File: config.mk
export PLATFORM = sky130hd
export DESIGN_NAME = dmem_lsu
export DESIGN_NICKNAME = d
export VERILOG_FILES = /design/src/rtl/dmem_lsu.sv
export SDC_FILE = /design/constraint.sdc
export NUM_CORES = 1
export LEC_CHECK = 0
export CORE_MARGIN = 4
export CORE_UTILIZATION = 40
export CTS_CLUSTER_DIAMETER = 40
export DETAILED_ROUTE_END_ITERATION = 6
export PLACE_DENSITY_LB_ADDON = 0.2
export SYNTH_ARGS = -nofsm -noshare
export SYNTH_HDL_FRONTEND = slang
export SYNTH_SLANG_ARGS = --single-unit
File: constraint.sdc
create_clock -name clka -period 5.2 [get_ports clka]
set_input_delay 1.04 -clock clka [delete_from_list [all_inputs] [get_ports clka]]
set_output_delay 1.04 -clock clka [all_outputs]
set_load 0.02 [all_outputs]
File: src/rtl/dmem_lsu.sv
// -----------------------------------------------------------------------------
// dmem_lsu - load/store initiator for the single-port data-memory BRAM.
//
// Takes one RV32I load/store request at a time from the MEM stage, validates
// it, drives the BRAM port in the accept cycle, waits out the BRAM's one-cycle
// read latency and returns an aligned, extended load result (or an error code)
// exactly two cycles after acceptance.
//
// Ports
//   clka        clock, rising edge (shared with BRAM clka)
//   rst_n       asynchronous active-low reset
//   req_valid   request present
//   req_ready   high in IDLE: a request can be accepted this cycle
//   req_we      1 = store, 0 = load
//   req_funct3  RV32I funct3 of the load/store
//   req_addr    byte address
//   req_wdata   store data (LSBs significant for SB/SH)
//   resp_valid  one-cycle response strobe
//   resp_rdata  extended load data; 0 for stores and errors
//   resp_err    00 ok, 01 misaligned, 10 out of range, 11 illegal funct3
//   mem_en      BRAM ena
//   mem_we      BRAM wea (byte enables)
//   mem_addr    BRAM addra (word address)
//   mem_wdata   BRAM dina
//   mem_rdata   BRAM douta, valid the cycle after mem_en
// -----------------------------------------------------------------------------
module dmem_lsu #(
  parameter int ADDR_BITS = 10
) (
  input  logic                 clka,
  input  logic                 rst_n,
  input  logic                 req_valid,
  output logic                 req_ready,
  input  logic                 req_we,
  input  logic [2:0]           req_funct3,
  input  logic [31:0]          req_addr,
  input  logic [31:0]          req_wdata,
  output logic                 resp_valid,
  output logic [31:0]          resp_rdata,
  output logic [1:0]           resp_err,
  output logic                 mem_en,
  output logic [3:0]           mem_we,
  output logic [ADDR_BITS-1:0] mem_addr,
  output logic [31:0]          mem_wdata,
  input  logic [31:0]          mem_rdata
);

  typedef enum logic [1:0] {
    S_IDLE,
    S_WAIT,
    S_RESP
  } state_e;

  typedef enum logic [1:0] {
    ERR_OK       = 2'b00,
    ERR_MISALIGN = 2'b01,
    ERR_RANGE    = 2'b10,
    ERR_FUNCT3   = 2'b11
  } err_e;

  state_e      state_q, state_d;

  // Request attributes captured at acceptance, consumed in WAIT.
  logic        we_q;
  logic [2:0]  funct3_q;
  logic [1:0]  off_q;
  err_e        err_q;

  logic [31:0] resp_rdata_q, resp_rdata_d;
  err_e        resp_err_q, resp_err_d;

  logic        fire;
  err_e        req_err;
  logic        illegal_f3;
  logic        misaligned;
  logic        out_of_range;
  logic [3:0]  byte_en;
  logic [31:0] load_data;
  logic [7:0]  ld_byte;
  logic [15:0] ld_half;

  assign req_ready = (state_q == S_IDLE);
  assign fire      = req_valid & req_ready;

  // ---------------------------------------------------------------------------
  // Request validation (priority: funct3 > alignment > range)
  // ---------------------------------------------------------------------------
  // Stores only have SB/SH/SW (000..010); loads lack 011, 110 and 111.
  assign illegal_f3   = req_we ? (req_funct3 > 3'b010)
                               : ((req_funct3 == 3'b011) || (req_funct3[2:1] == 2'b11));
  assign misaligned   = ((req_funct3[1:0] == 2'b01) && req_addr[0]) ||
                        ((req_funct3[1:0] == 2'b10) && (req_addr[1:0] != 2'b00));
  assign out_of_range = |req_addr[31:ADDR_BITS+2];

  always_comb begin
    if (illegal_f3)        req_err = ERR_FUNCT3;
    else if (misaligned)   req_err = ERR_MISALIGN;
    else if (out_of_range) req_err = ERR_RANGE;
    else                   req_err = ERR_OK;
  end

  // ---------------------------------------------------------------------------
  // BRAM drive: only in the accept cycle, and only for valid requests
  // ---------------------------------------------------------------------------
  // NOTE: every signal assigned in an always_comb gets a default first, so no
  // path through the case can leave it unassigned and infer a latch.
  always_comb begin
    byte_en   = 4'b1111;
    mem_wdata = req_wdata;
    case (req_funct3[1:0])
      2'b00: begin
        byte_en   = 4'b0001 << req_addr[1:0];
        mem_wdata = {4{req_wdata[7:0]}};
      end
      2'b01: begin
        byte_en   = req_addr[1] ? 4'b1100 : 4'b0011;
        mem_wdata = {2{req_wdata[15:0]}};
      end
      default: ;
    endcase
  end

  assign mem_en   = fire && (req_err == ERR_OK);
  assign mem_we   = (mem_en && req_we) ? byte_en : 4'b0000;
  assign mem_addr = req_addr[ADDR_BITS+1:2];

  // ---------------------------------------------------------------------------
  // Load alignment and extension (uses the captured request in WAIT)
  // ---------------------------------------------------------------------------
  assign ld_byte = mem_rdata[{off_q, 3'b000} +: 8];
  assign ld_half = mem_rdata[{off_q[1], 4'b0000} +: 16];

  always_comb begin
    load_data = mem_rdata;
    case (funct3_q[1:0])
      2'b00:   load_data = funct3_q[2] ? {24'h0, ld_byte} : {{24{ld_byte[7]}}, ld_byte};
      2'b01:   load_data = funct3_q[2] ? {16'h0, ld_half} : {{16{ld_half[15]}}, ld_half};
      default: ;
    endcase
    if (we_q || (err_q != ERR_OK)) load_data = 32'h0;
  end

  // ---------------------------------------------------------------------------
  // FSM: IDLE -> WAIT -> RESP -> IDLE, fixed two-cycle response latency
  // ---------------------------------------------------------------------------
  always_comb begin
    state_d      = state_q;
    resp_rdata_d = resp_rdata_q;
    resp_err_d   = resp_err_q;
    case (state_q)
      S_IDLE: if (fire) state_d = S_WAIT;
      S_WAIT: begin
        resp_rdata_d = load_data;
        resp_err_d   = err_q;
        state_d      = S_RESP;
      end
      S_RESP:  state_d = S_IDLE;
      default: state_d = S_IDLE;
    endcase
  end

  // NOTE: sequential state uses non-blocking assignments so every register
  // samples the pre-edge values, independent of statement order.
  always_ff @(posedge clka or negedge rst_n) begin
    if (!rst_n) begin
      state_q      <= S_IDLE;
      we_q         <= 1'b0;
      funct3_q     <= 3'b000;
      off_q        <= 2'b00;
      err_q        <= ERR_OK;
      resp_rdata_q <= 32'h0;
      resp_err_q   <= ERR_OK;
    end else begin
      state_q      <= state_d;
      resp_rdata_q <= resp_rdata_d;
      resp_err_q   <= resp_err_d;
      if (fire) begin
        we_q     <= req_we;
        funct3_q <= req_funct3;
        off_q    <= req_addr[1:0];
        err_q    <= req_err;
      end
    end
  end

  assign resp_valid = (state_q == S_RESP);
  assign resp_rdata = resp_rdata_q;
  assign resp_err   = resp_err_q;

endmodule

; After elaboration in Yosys (flattened, before gate mapping)
; Index checks and enable logic that the tools add are counted.
; Widths: inputs -> output; s select.
[word_totals]
reg_bits = 44
inputBits = 103
output_inout_bits = 83
word_cells = 48
[classes]
order_cmp = 1
eq_ne = 8
shift = 3
mux = 14
bitwise = 1
reduce_logical = 14
[ops]
columns = op, n
row1 = $pmux 32 s2, 2
row2 = $mux 32, 3
row3 = $shiftx 32x6->16, 1
row4 = $shiftx 32x6->8, 1
row5 = $reduce_or 20->1, 1
row6 = $logic_not 2->1, 4
row7 = $mux 2, 4
row8 = $mux 4, 2
row9 = $pmux 4 s2, 1
row10 = $eq 2x1->1 const B, 3
row11 = $eq 2x2->1 const B, 3
row12 = $logic_and 1x1->1, 4
row13 = $pmux 2 s2, 1
row14 = $reduce_bool 2->1, 2
row15 = $shl 1x2->4 const A, 1
row16 = $eq 3x2->1 const B, 1
row17 = $gt 3x2->1 const B, 1
row18 = $logic_or 1x1->1, 3
row19 = $ne 2x1->1 const B, 1
row20 = $and 1x1->1, 1
row21 = $mux 1, 1

; Logic depth before layout (Yosys ltp)
; Gate-level depths: netlist of the first run.
[logic_depth]
word_depth = 9
mapped_depth = 7
ltp_nobuf = 4

; Worst setup path after synthesis of the first run
; No wires, ideal clock.
[synth_timing]
kind = input-to-output
from = input port req_valid
to = output port mem_we[0]
arrival_ns = 2.373
required_time_ns = 4.160
setup_slack_ns = 1.787
stages = 5
n_path_buf = 1
path_cell_list = nor3b_1 -> buf_2 -> and3_1 -> nand4bb_1 -> nor3b_1
[synth_via]
elab_chain_cells = 4
[synth_lines]
columns = item, line
row1 = start: declaration, 32  ; input logic req_valid,
row2 = $and 1x1->1, 83  ; assign fire = req_valid & req_ready;
row3 = $logic_and 1x1->1, 123  ; assign mem_en = fire && (req_err == ERR_OK);
row4 = $logic_and 1x1->1, 124  ; assign mem_we = (mem_en && req_we) ? byte_en : 4'b0000;
row5 = $mux 4, 124
row6 = end: declaration, 42  ; output logic [3:0] mem_we,
; No other way between the ends.

; Worst setup path in the final report of the first run
[layout_timing]
from = input port req_valid
to = output port mem_we[2]
; The elaborated chain is that of the path after synthesis.

==> results of run 1 <==
-- how the worst min path moves through the flow --
stage / start / end / slack (ns)
6_report: resp_rdata[3] / resp_rdata[3] / 0.50
5_1_grt: resp_rdata[5] / resp_rdata[5] / 0.52
4_1_cts: resp_rdata[3] / resp_rdata[3] / 0.50
3_5_place_dp: resp_rdata[3] / resp_rdata[3] / 0.48
3_3_place_gp: resp_rdata[0] / resp_rdata[0] / 0.47
2_1_floorplan: funct3_q[2] / funct3_q[2] / 0.47
-- report_power, final --
part           internal [mW]  switching, mW
Combinational          0.210          0.171
Sequential             0.370         0.0654
Clock                 0.0938          0.122
Total                  0.674          0.359
-- sequential cells by signal (all words and copies together), names as in the netlist --
name,flops
err_q,2
funct3_q,3
off_q,2
resp_err,2
resp_rdata,32
state_q,2
we_q,1
-- final cells by class --
class | instances | area [µm²] | area share
Clock buffer | 5 | 68.8 | 0.0154
Clock inverter | 3 | 18.8 | 0.00420
Inverter | 4 | 15.0 | 0.00336
Multi-Input combinational cell | 191 | 1480 | 0.330
Sequential cell | 44 | 1100 | 0.246
Tap cell | 96 | 120 | 0.0269
Timing Repair Buffer | 168 | 1670 | 0.373
-- metal layers --
| metal | part of all wire | up-vias | GRT usage | routed length (µm) |
|---|---|---|---|---|
| met2 | 0.47 | 155 | 0.333 | 4260 |
| li1 | - | 1312 | - | - |
| met4 | 0.013 | 0 | 0.0495 | 121 |
| met1 | 0.41 | 1309 | 0.265 | 3680 |
| met5 | 0 | - | 0 | 0 |
| met3 | 0.10 | 11 | 0.0699 | 927 |
-- worst register-to-register path: stages (launching register included) --
cell      delay [ns]
dfrtp_1         0.40
nand2b_2        0.62
nor4_4          0.73
and2_1          0.61
a221o_1         0.26
-- cell usage in the layout, fill, tap and decap left out, types with 2 or more instances in the layout --
cell type        instances
clkbuf_8                 5
mux2_1                  31
nor3b_1                  5
inv_1                    2
a22oi_1                  8
buf_4                    3
nor3_1                   8
o21ai_0                  2
nor2_1                   8
mux2i_1                 15
clkinv_2                 2
a21oi_1                 12
o21ai_1                 16
dfrtp_1                 44
clkdlybuf4s50_1        164
nor2b_1                  2
nor4_1                   5
a221o_1                 16
nand2b_1                10
inv_2                    2
a221oi_1                15
mux2_4                   2
nand2_1                 20
-- kinds of logic (layout without fill, tap and decap cells) --
logic type | count (synthesis) | after routing | share of synthesized area
compound gates | 75 | 75 | 0.197
buf+inv | 46 | 180 | 0.0946
mux | 49 | 49 | 0.190
flops | 44 | 44 | 0.387
simple gates | 67 | 67 | 0.132
==> results.sh, run 1 <==
export IMPL_skew_ns=0.00653
export IMPL_fin_ws_ns=0.930
export IMPL_fin_crit_ns=4.27
export IMPL_slowest_stage="clkdlybuf4s50_1"
export IMPL_period_share=0.821
export IMPL_num_rows=30
export IMPL_setup_tns_ns=0
export IMPL_worst_hold_path_num_cells=2
export IMPL_port_buffers=165
export IMPL_crit_path_end_kind="primary output"
export IMPL_finalSetupViolCount=0
export IMPL_place_congestion=0.817
export IMPL_grt_max_degree=46
export IMPL_worstSetupEndpoint="mem_we[2]"
export IMPL_synth_nets=384
export IMPL_grt_usage=0.206
export IMPL_cp_data_arrival_time_ns=3.23
export IMPL_die_h_um=92.3
export IMPL_nFillCells=564
export IMPL_path_clk_slew_ns=0.09
export IMPL_ys_flop_type="dfrtp_1"
export IMPL_cp_cell_sequence="clkdlybuf4s50_1 -> nor3b_1 -> buf_4 -> and3_1 -> nand4bb_1 -> nor3b_1 -> clkdlybuf4s50_1"
export IMPL_yosysTopAreaCell="dfrtp_1"
export IMPL_instances_no_fill=511
export IMPL_clockBufferDepth=2
export IMPL_ctsHtreeMaxLevel=2
export IMPL_max_freq_mhz=234
export IMPL_netlist_top_cells_count="dfrtp_1 (44), mux2_1 (31), nand2_1 (20)"
export IMPL_rsz0062_at_grt="no"
export IMPL_path_class="in -> out"
export IMPL_dp_hpwl_um=6900
export IMPL_placed_area_um2=4380
export IMPL_r2r_slack_ns=2.52
export IMPL_async_flop_share=1.00
export IMPL_synth_edff_count=0
export IMPL_fp_coreArea_um2=6870
export IMPL_synth_area_per_cell_um2=10.1
export IMPL_critical_path_buf_inv_count=3
export IMPL_drtIter0Drc=145
export IMPL_ctsHoldBuffers=0
export IMPL_holdWs_ns=0.496
export IMPL_path_depth=7
export IMPL_dp_slack_ns=0.901
export IMPL_slew_violations=0
export IMPL_tightest_slew_ns=1.14
export IMPL_r2r_start="state_q[1]"
export IMPL_wirelength_um=8990
export IMPL_synth_cell_types=39
export IMPL_ys_ff_latch=44
export IMPL_crit_path_max_fanout=10
export IMPL_r2r_end="resp_rdata[24]"
export IMPL_grt_pass1_wl_um=14100
export IMPL_synth_area_um2=2840
export IMPL_cp_startpoint="req_valid"
export IMPL_dr_pass1_iters=5
export IMPL_worst_ep_required_time_ns=4.16
export IMPL_area_growth_pct=57.1
export IMPL_critical_path_top_delay_family="buffers and inverters"
export IMPL_die_area_um2=8520
export IMPL_vias=2787
export IMPL_final_util=0.651
export IMPL_outcome="complete, no violations"
export IMPL_final_nets=517
export IMPL_peakVddDrop_uv=115
export IMPL_remaining_drc_errors=0
export IMPL_max_cap_viol_count=0
export IMPL_hold_class="reg -> reg"
export IMPL_drive_above_1_share=0.0530
export IMPL_p_leak_nw=1.80
export IMPL_post_cts_buffers=0
export IMPL_synth_area_leaders="dfrtp_1 (39%), mux2_1 (12%), a221o_1 (5.6%)"
export IMPL_cts_tree="done"
export IMPL_ant_nets=0
export IMPL_yosys_area_top_type_share=0.387
export IMPL_netlist_instances=281
export IMPL_synth_yosys_warnings=0
export IMPL_final_hold_viol_count=0
export IMPL_antennaDiodeCount=0
export IMPL_cts_root_buffer_cell="clkbuf_8"
export IMPL_top_level_ports=186
export IMPL_cts_buffers=5
export IMPL_critical_path_max_stage_delay_ns=0.65
export IMPL_worstSetupStartpointType="primary input"
export IMPL_vias_per_cell=5.45
export IMPL_cts_num_sinks=44
export IMPL_power_density_nw_per_um2=231
export IMPL_final_area_um2=4470
export IMPL_total_power_mw=1.03
export IMPL_clk_latency_ns=0.30
export IMPL_rr_worst_depth=4
export IMPL_max_slew_margin_rel=0.239
export IMPL_dp_cells=503
export IMPL_die_w_um=92.3
export IMPL_grt_antenna_before_repair=0
export IMPL_cts_resized=0
export IMPL_ys_seq_area_frac=0.387
export IMPL_wl_per_cell_um=17.6
export IMPL_synth_most_common_cell="dfrtp_1"
export IMPL_overflow=0
export IMPL_grt_pass1_vias=2831
export IMPL_start_util=0.414
No activity file was read; power rests on OpenSTA's default activity.
==> inputs of run 2 (changes only) <==
--- a/config.mk
+++ b/config.mk
@@ -6,7 +6,7 @@
 export NUM_CORES = 1
 export LEC_CHECK = 0
 export CORE_MARGIN = 4
-export CORE_UTILIZATION = 40
+export CORE_UTILIZATION = 33
 export CTS_CLUSTER_DIAMETER = 40
 export DETAILED_ROUTE_END_ITERATION = 6
 export PLACE_DENSITY_LB_ADDON = 0.2
==> constraint.sdc (replaced) <==
create_clock -name clka -period 3.77 [get_ports clka]
set_input_delay 0.754 -clock clka [delete_from_list [all_inputs] [get_ports clka]]
set_output_delay 0.754 -clock clka [all_outputs]
set_load 0.02 [all_outputs]
==> run 2 against run 1 <==
Compared with the run above:
- clock power rose by 44%
- global-route usage fell by 2.6 points
- total power rose by 40%
- final area rose by 1.3%
- core utilization fell by 10 points
- sequential cell count did not move
- setup slack got worse by 0.70 ns
- non-clock buffer count rose by 5
- count of clock-buffer cells in the layout rose by 2
- critical endpoint unchanged
- largest cell class unchanged
==> results.sh, run 2 (synthesis gave the netlist of run 1 again) <==
export IMPL_max_slew_margin_rel=0.243
export IMPL_tightest_slew_ns=1.14
export IMPL_wl_per_cell_um=17.8
export IMPL_path_class="in -> out"
export IMPL_seqPwrFrac=0.417
export IMPL_r2r_slack_ns=1.36
export IMPL_grt_max_degree=45
export IMPL_wirelength_um=9330
export IMPL_overflow=0
export IMPL_drive_above_1_share=0.0643
export IMPL_vias=2790
export IMPL_slew_violations=0
export IMPL_dp_hpwl_um=7300
export IMPL_start_util=0.343
export IMPL_path_clk_slew_ns=0.08
export IMPL_setup_tns_ns=0
export IMPL_critical_path_max_stage_delay_ns=0.64
export IMPL_drtIter0Drc=81
export IMPL_fin_crit_ns=3.54
export IMPL_cts_num_sinks=44
export IMPL_clockBufferDepth=2
export IMPL_grt_usage=0.179
export IMPL_remaining_drc_errors=0
export IMPL_max_freq_mhz=282
export IMPL_mostFrequentLayoutCell="clkdlybuf4s50_1"
export IMPL_worst_hold_path_num_cells=2
export IMPL_r2r_end="resp_rdata[24]"
export IMPL_die_w_um=101
export IMPL_final_util=0.546
export IMPL_post_cts_buffers=0
export IMPL_comb_power_share=0.368
export IMPL_cts_tree="done"
export IMPL_die_area_um2=10200
export IMPL_sw_frac_of_total=0.339
export IMPL_cts_root_buffer_cell="clkbuf_8"
export IMPL_power_internal_mw=0.953
export IMPL_p_leak_nw=1.83
export IMPL_clkPwrFrac=0.215
export IMPL_layout_common_cells="clkdlybuf4s50_1 (164), dfrtp_1 (44), mux2_1 (31), nand2_1 (20)"
export IMPL_cts_buffers=5
export IMPL_slowest_stage="clkdlybuf4s50_1"
export IMPL_largest_register_ffs=32
export IMPL_whs_endpoint="resp_rdata[5]"
export IMPL_worstSetupStartpointType="primary input"
export IMPL_grt_pass1_wl_um=14500
export IMPL_final_hold_viol_count=0
export IMPL_rr_worst_depth=4
export IMPL_crit_path_max_fanout=7
export IMPL_grt_pass1_vias=2853
export IMPL_vias_per_cell=5.31
export IMPL_period_share=0.940
export IMPL_antennaDiodeCount=0
export IMPL_crit_path_end_kind="primary output"
export IMPL_peakVddDrop_uv=165
export IMPL_ant_nets=0
export IMPL_fp_coreArea_um2=8300
export IMPL_r2r_start="funct3_q[1]"
export IMPL_cp_data_arrival_time_ns=2.79
export IMPL_path_common_cell="clkdlybuf4s50_1"
export IMPL_num_rows=33
export IMPL_finalSetupViolCount=0
export IMPL_power_density_nw_per_um2=318
export IMPL_power_switching_mw=0.488
export IMPL_skew_ns=0.00526
export IMPL_grt_antenna_before_repair=0
export IMPL_hold_start="resp_rdata[5]"
export IMPL_dr_pass1_iters=4
export IMPL_top_level_ports=186
export IMPL_rsz0062_at_grt="no"
export IMPL_port_buffers=165
export IMPL_final_nets=522
export IMPL_clk_latency_ns=0.29
export IMPL_max_cap_viol_count=0
export IMPL_area_growth_pct=59.3
export IMPL_die_h_um=101
export IMPL_hold_class="reg -> reg"
export IMPL_cp_cell_sequence="clkdlybuf4s50_1 -> o21ai_0 -> and3_1 -> nand4bb_1 -> nor3b_1 -> clkdlybuf4s50_1"
export IMPL_worst_ep_required_time_ns=3.02
export IMPL_total_power_mw=1.44
export IMPL_outcome="complete, no violations"
export IMPL_place_congestion=0.816
export IMPL_ctsHtreeMaxLevel=2
-- run 2: cell types whose count changed in the layout (fill, tap and decap cells not counted) --
cell	previous run	this run
clkbuf_1	0	1
buf_4	3	8
clkbuf_8	5	6
nor3b_1	5	4
clkinv_4	1	0
clkinv_2	2	0
nor3b_2	1	2
clkinvlp_4	0	1
-- run 2: worst max-delay path by stage --
stage,start,to,slack [ns],cells past startpoint
3_3_place_gp,req_valid,mem_we[2],0.16,6
5_1_grt,req_funct3[0],mem_we[3],0.04,6
3_5_place_dp,req_valid,mem_we[3],0.15,6
4_1_cts,req_valid,mem_we[3],0.12,6
2_1_floorplan,req_valid,mem_we[0],0.93,5
6_report,req_funct3[0],mem_we[2],0.23,6
-- run 2: final cells by class --
type,instances,area (µm²)
Multi-Input combinational cell,191,1480
Timing Repair Buffer,173,1710
Tap cell,105,131
Inverter,4,15.0
Sequential cell,44,1100
Clock buffer,7,86.3
Fill cell,761,3770
Clock inverter,1,7.51
-- run 2: stage by stage --
stage | area, µm² | setup WS (ns) | cells | hold WS, ns
3_5_place_dp | 4430 | 0.155 | 517 | 0.492
3_3_place_gp | 4430 | 0.161 | 517 | 0.480
5_1_grt | 4530 | 0.0435 | 525 | 0.539
4_1_cts | 4520 | 0.122 | 525 | 0.512
2_1_floorplan | 2840 | 0.929 | 281 | 0.458
6_report | 4530 | 0.226 | 525 | 0.503
-- run 2: repair_timing --
action / CTS / global route
endpoints found under the hold margin: 0 / 0
hold buffers: 0 / 0
endpoints found under the setup margin: 0 / 3
resized for setup: 0 / 1
-- run 2: routing by layer --
layer / part of all wire / GRT usage / vias up / wire [µm]
met5: 0 / 0 / - / 0
met4: 0.0070 / 0.0342 / 0 / 65
met2: 0.48 / 0.300 / 141 / 4430
met1: 0.40 / 0.222 / 1323 / 3750
li1: - / - / 1319 / -
met3: 0.12 / 0.0664 / 7 / 1080
-- run 2: power groups by stage --
stage / clock network, mW / logic, mW / registers (mW)
finish: 0.310 / 0.531 / 0.600
global route: 0.340 / 0.575 / 0.612
CTS: 0.321 / 0.540 / 0.602
detailed placement: 0 / 0.536 / 0.612
global placement: 0 / 0.530 / 0.608
floorplan: 0 / 0.336 / 0.568
-- run 2: critical path, delay by kind of cell --
kind	cells	cell delay, ns
buf+inv	2	1.14
compound gates	1	0.18
simple gates	3	0.72
==> RTL edit 1, RTL diff (settings of run 2) <==
Re-encode `state_e` (3 states) as one-hot, 3 bits wide.
--- a/src/rtl/dmem_lsu.sv
+++ b/src/rtl/dmem_lsu.sv
@@ -47,6 +47,6 @@
 
-  typedef enum logic [1:0] {
-    S_IDLE,
-    S_WAIT,
-    S_RESP
+  typedef enum logic [2:0] {
+    S_IDLE = 3'b001,
+    S_WAIT = 3'b010,
+    S_RESP = 3'b100
   } state_e;
Formal check against the unedited RTL: no difference found for any inputs over 10 cycles, from zero or initial values and one cycle with rst_n low; not proved beyond that.
==> RTL edit 1 against run 2 <==
Synthesized area fell by 1.5%. Largest cell class unchanged. Count of clock-buffer cells in the layout fell by 1. Critical endpoint is now mem_en. Core utilization rose by 0.47 points. Worst setup slack got worse by 96 ps. Sequential cell count rose by 1. Critical path type unchanged. Highest routed layer unchanged. Non-clock buffer count rose by 3. Critical path depth did not move. Routed wire length fell by 2.7%. Cell area fell by 0.14%. Maximum frequency fell by 2.6%. Worst hold slack got worse by 27 ps.
Power is not compared: it rests on default switching activity, and its combinational part moved more than twofold at a synthesized area within 25%.
==> RTL edit 1: results (changes against run 2) <==
Status
  – Status: completed (unchanged)

Cells and area
  – Max reg flops: 32 (unchanged)
  – Non-Filler Instances: 548 (was 525)
  – Fillers: 764 (was 761)
  – Number of diodes: 0 (unchanged)
  – Layout cells sized above 1: 14.4% (was 6.43%)

Timing
  – Relative slew slack: 26.6% (was 24.3%)
  – Clk_skew: 6.90 ps (was 5.26 ps)

Global routing
  – Largest net degree at the start of global routing: 46 (was 45)
  – Vias in the first global route: 2959 (was 2853)
  – Initial antenna violation count: 0 (unchanged)
  – All-layer global routing usage: 18.0% (was 17.9%)
  – Global-route wire length before repair: 14.7 mm (was 14.5 mm)

Place
  – Post-DP HPWL: 7.10 mm (was 7.30 mm)
  – IO Port Bufs: 165 (unchanged)
  – Placed cell area: 4440 um2 (was 4430 um2)
  – Worst slack at placement: -166 ps (was 155 ps)
  – Routability congestion estimate: 0.746 (was 0.816)
  – Placed cells: 540 (was 517)

Logic synthesis
  – Asr flop ratio synth: 100% (unchanged)
  – Most used DFF post-synth: dfrtp_1 (unchanged)
  – Sequential-to-total area share from yosys stat: 40.2% (was 38.7%)
  – Area fraction in compound gates after synthesis: 22.3% (was 19.7%)
  – Mux contribution to synthesized area: 14.9% (was 19.0%)
  – Ys Warns: 0 (unchanged)
  – Netlist cell types: 37 (was 39)
  – Xor/xnor share of the synthesized area: 0% (unchanged)
  – Synth area leaders: dfrtp_1 (39%), mux2_2 (12%), o21ai_0 (8.2%), buf_4 (4.8%), nand2_1 (4.4%) (was dfrtp_1 (39%), mux2_1 (12%), a221o_1 (5.6%), mux2i_1 (5.3%), buf_4 (4.8%))
  – Cells after Synth: 297 (was 281)
  – Most common cell in the netlist: o21ai_0 (was dfrtp_1)
  – Adder-cell area share of the yosys netlist: 0% (unchanged)
  – Top post-synthesis cells by count: o21ai_0 (46), dfrtp_1 (44), nand2_1 (33) (was dfrtp_1 (44), mux2_1 (31), nand2_1 (20))
  – Mapped Nets: 400 (was 384)

CTS
  – Num CTS Buffers: 5 (unchanged)
  – Cts repair resizes: 4 (was 0)
  – Worst skew pair latency: 290 ps (about the same)
  – Root Driver: clkbuf_8 (unchanged)
  – Max Buffers Root-to-Sink: 2 (unchanged)
  – Post-CTS setup buffers: 0 (unchanged)
  – Worst-path clk slew: 80 ps (about the same)
  – H-tree depth: 2 (unchanged)

Power and ir drop
  – VDD IR-drop max: 0.000205 V
  – Leak pwr: 1.83 nW

Setup path
  – Largest fanout on the critical path: 5 (was 7)
  – Worst EP arrival: 2890 ps (was 2790 ps)

Detailed routing
  – Met3 wire len: 879 um (was 1.08 mm)
  – Drt first pass iters: 4 (unchanged)
  – Final WL: 9.07 mm (was 9.33 mm)
  – DRT iter0 DRCs: 80 (was 81)
  – Wire length on met1: 3.76 mm (was 3.75 mm)
  – Top layer reached by signal wires: met4 (unchanged)
  – Met2 Wirelength: 4.37 mm (was 4.43 mm)
  – Vias/cell: 5.13 (was 5.31)

Hold path
  – Hold Crit Class: register to register (unchanged)
[RTL edit 1: cell count changes in the layout (fill, tap and decap cells not counted), sizes merged, moves of 7 or more]
cell / change
a22oi: -8
a21boi: +8
nand2: +13
o21a: +7
nand2b: -9
o21ai: +28
nor2: +7
a21oi: -7
a221oi: -14
[RTL edit 1: final cells by class]
class                      count  area, um2  share of cell area (%)
sequential                    45       1130                    24.9
inverter                       7       26.3                   0.581
multi-input combinational    207       1430                    31.6
timing repair buffer         176       1720                    38.1
clock buffer                   6       72.6                    1.60
clock inverter                 2       10.0                   0.221
tap                          105        131                    2.90
[RTL edit 1: worst max-delay path, stage by stage]
cell and delay [ps]:
clkdlybuf4s50_1 400, nor4_1 310, nand3_1 150, or4_4 600, inv_1 80, clkdlybuf4s50_1 590
[RTL edit 1: cell families after synthesis]
| group | count (synthesis) |
|---|---|
| AOI/OAI and AO/OA | 90 |
| buffers and inverters | 45 |
| DFF | 45 |
| muxes | 38 |
| and+or+nand+nor | 79 |
[RTL edit 1: final timing paths]
path / from / endpoint / slack (ps) / cells past startpoint
min: resp_err[0] / resp_err[0] / 480 / 2
max: req_addr[26] / mem_en / 130 / 6
min reg2reg: resp_err[0] / resp_err[0] / 480 / 2
max reg2reg: state_q[2] / resp_rdata[17] / 1280 / 4
min in group asynchronous: rst_n / we_q / 630 / 1
max in group asynchronous: rst_n / resp_rdata[6] / 2520 / 1
[RTL edit 1: power by group]
group	internal (mW)	switching [mW]
combinational	0.588	0.584
clock	0.129	0.158
sequential	0.648	0.161
[RTL edit 1: layer usage]
layer | GRT usage, % | up-vias
met2 | 31.0 | 126
met5 | 0 | -
met1 | 22.5 | 1320
li1 | - | 1360
met3 | 5.84 | 7
met4 | 2.90 | 0
==> RTL edit 2, RTL diff (settings of run 2) <==
Made on the original files. Set the parameter `ADDR_BITS` to 11 (it was 10).
--- a/src/rtl/dmem_lsu.sv
+++ b/src/rtl/dmem_lsu.sv
@@ -27,3 +27,3 @@
 module dmem_lsu #(
-  parameter int ADDR_BITS = 10
+  parameter int ADDR_BITS = 11
 ) (
Interface: changed (resized mem_addr); port bits go from 186 to 187. The function was not compared with the original's and may differ.
==> RTL edit 2 against run 2 <==
Sequential cell count is the same. Sequential share of layout area grew 0.054 points. Clock skew grew 1.5 ps. Routed wire length shrank 1.7%. Worst setup slack lost 68 ps. Cell area shrank 0.22%. Synthesized cell count is the same. Total power grew 4.7%. Synthesized area grew 0.18%. Critical path type unchanged. Largest cell class unchanged. Largest power group unchanged.
==> RTL edit 2: results (changes against run 2) <==
Setup path
  – Crit path from: req_valid (was req_funct3[0])
  – Worst r2r src: state_q[1] (was funct3_q[1])
  – CP max-delay cell: clkdlybuf4s50_1 (unchanged)
  – Worst EP arrival: 2860 ps (was 2790 ps)

Detailed routing
  – Wire per inst: 17.6 um (was 17.8 um)
  – Met3 wire len: 895 um (was 1.08 mm)
  – Met2 Wirelength: 4.50 mm (was 4.43 mm)
  – DR vias: 2756 (was 2790)
  – Wire length on met1: 3.61 mm (was 3.75 mm)
  – DRT iter0 DRCs: 127 (was 81)

Place
  – Worst slack at placement: 152 ps (was 155 ps)
  – Routability congestion estimate: 0.748 (was 0.816)
  – IO Port Bufs: 164 (was 165)

Global routing
  – Global-route wire length before repair: 14.4 mm (was 14.5 mm)
  – Largest net degree at the start of global routing: 46 (was 45)
  – Vias in the first global route: 2814 (was 2853)
  – All-layer global routing usage: 17.7% (was 17.9%)

Timing
  – Clk_skew: 6.75 ps (was 5.26 ps)
  – Relative slew slack: 34.1% (was 24.3%)

Cells and area
  – Fillers: 748 (was 761)
  – Nets: 519 (was 522)

Logic synthesis
  – Netlist cell types: 38 (was 39)
  – Sequential-to-total area share from yosys stat: 38.6% (was 38.7%)
  – Top post-synthesis cells by count: dfrtp_1 (44), mux2_2 (32), buf_4 (19), nand2_1 (19), a221o_1 (16) (was dfrtp_1 (44), mux2_1 (31), nand2_1 (20))
  – Mapped Nets: 384 (unchanged)
  – Ys Warns: 0 (unchanged)
  – Synth area leaders: dfrtp_1 (39%), mux2_2 (13%), a221o_1 (5.6%), mux2i_1 (5.3%), buf_4 (5.0%) (was dfrtp_1 (39%), mux2_1 (12%), a221o_1 (5.6%), mux2i_1 (5.3%), buf_4 (4.8%))

Status
  – Status: completed (unchanged)

Power and ir drop
  – VDD IR-drop max: 0.000142 V (was 0.000165 V)

Hold path
  – Min-delay src: resp_rdata[4] (was resp_rdata[5])
-- RTL edit 2: kinds of logic (layout without fill, tap and decap cells) --
logic type | Yosys count | count (layout) | share of synthesized area (%)
simple gates | 66 | 66 | 13.0
buf+inv | 47 | 183 | 9.71
compound gates | 75 | 75 | 19.6
mux | 49 | 49 | 19.0
flops | 44 | 44 | 38.6
-- RTL edit 2: power breakdown --
group / switching, mW / internal [mW] / total [mW] / leakage [nW]
sequential: 0.0737 / 0.511 / 0.585 / 0.582
combinational: 0.259 / 0.307 / 0.566 / 1.19
clock: 0.162 / 0.196 / 0.358 / 0.0541
-- RTL edit 2: layer usage --
layer,vias to the layer above,GRT usage (%)
met3,15,5.81
met2,137,30.5
li1,1310,-
met4,0,4.91
met5,-,0
met1,1294,21.1
-- RTL edit 2: final cells by class --
cell class,count,area share (%)
Sequential cell,44,24.4
Timing Repair Buffer,171,37.4
Clock buffer,5,1.52
Tap cell,105,2.91
Multi-Input combinational cell,190,32.6
Clock inverter,3,0.941
Inverter,4,0.332
-- RTL edit 2: worst paths after layout --
path                       depth (start not counted)  slack (ps)             end
min reg2reg                                        2         500   resp_rdata[4]
min                                                2         500   resp_rdata[4]
max in group asynchronous                          1        2550   resp_rdata[8]
min in group asynchronous                          1         610      state_q[1]
max                                                6         160       mem_we[0]
max reg2reg                                        5        1460  resp_rdata[24]
-- RTL edit 2: worst min-delay path: cells and delay by family, from the launching register on --
family | cells | cell delay (ps)
compound gates | 1 | 60
flops | 1 | 340
simple gates | 1 | 50
-- RTL edit 2: metrics by stage --
step | cells | hold WS, ps | cell area [um2]
3_5_place_dp | 514 | 475 | 4410
3_3_place_gp | 514 | 477 | 4410
4_1_cts | 522 | 495 | 4520
5_1_grt | 522 | 531 | 4520
2_1_floorplan | 281 | 458 | 2850
6_report | 522 | 495 | 4520
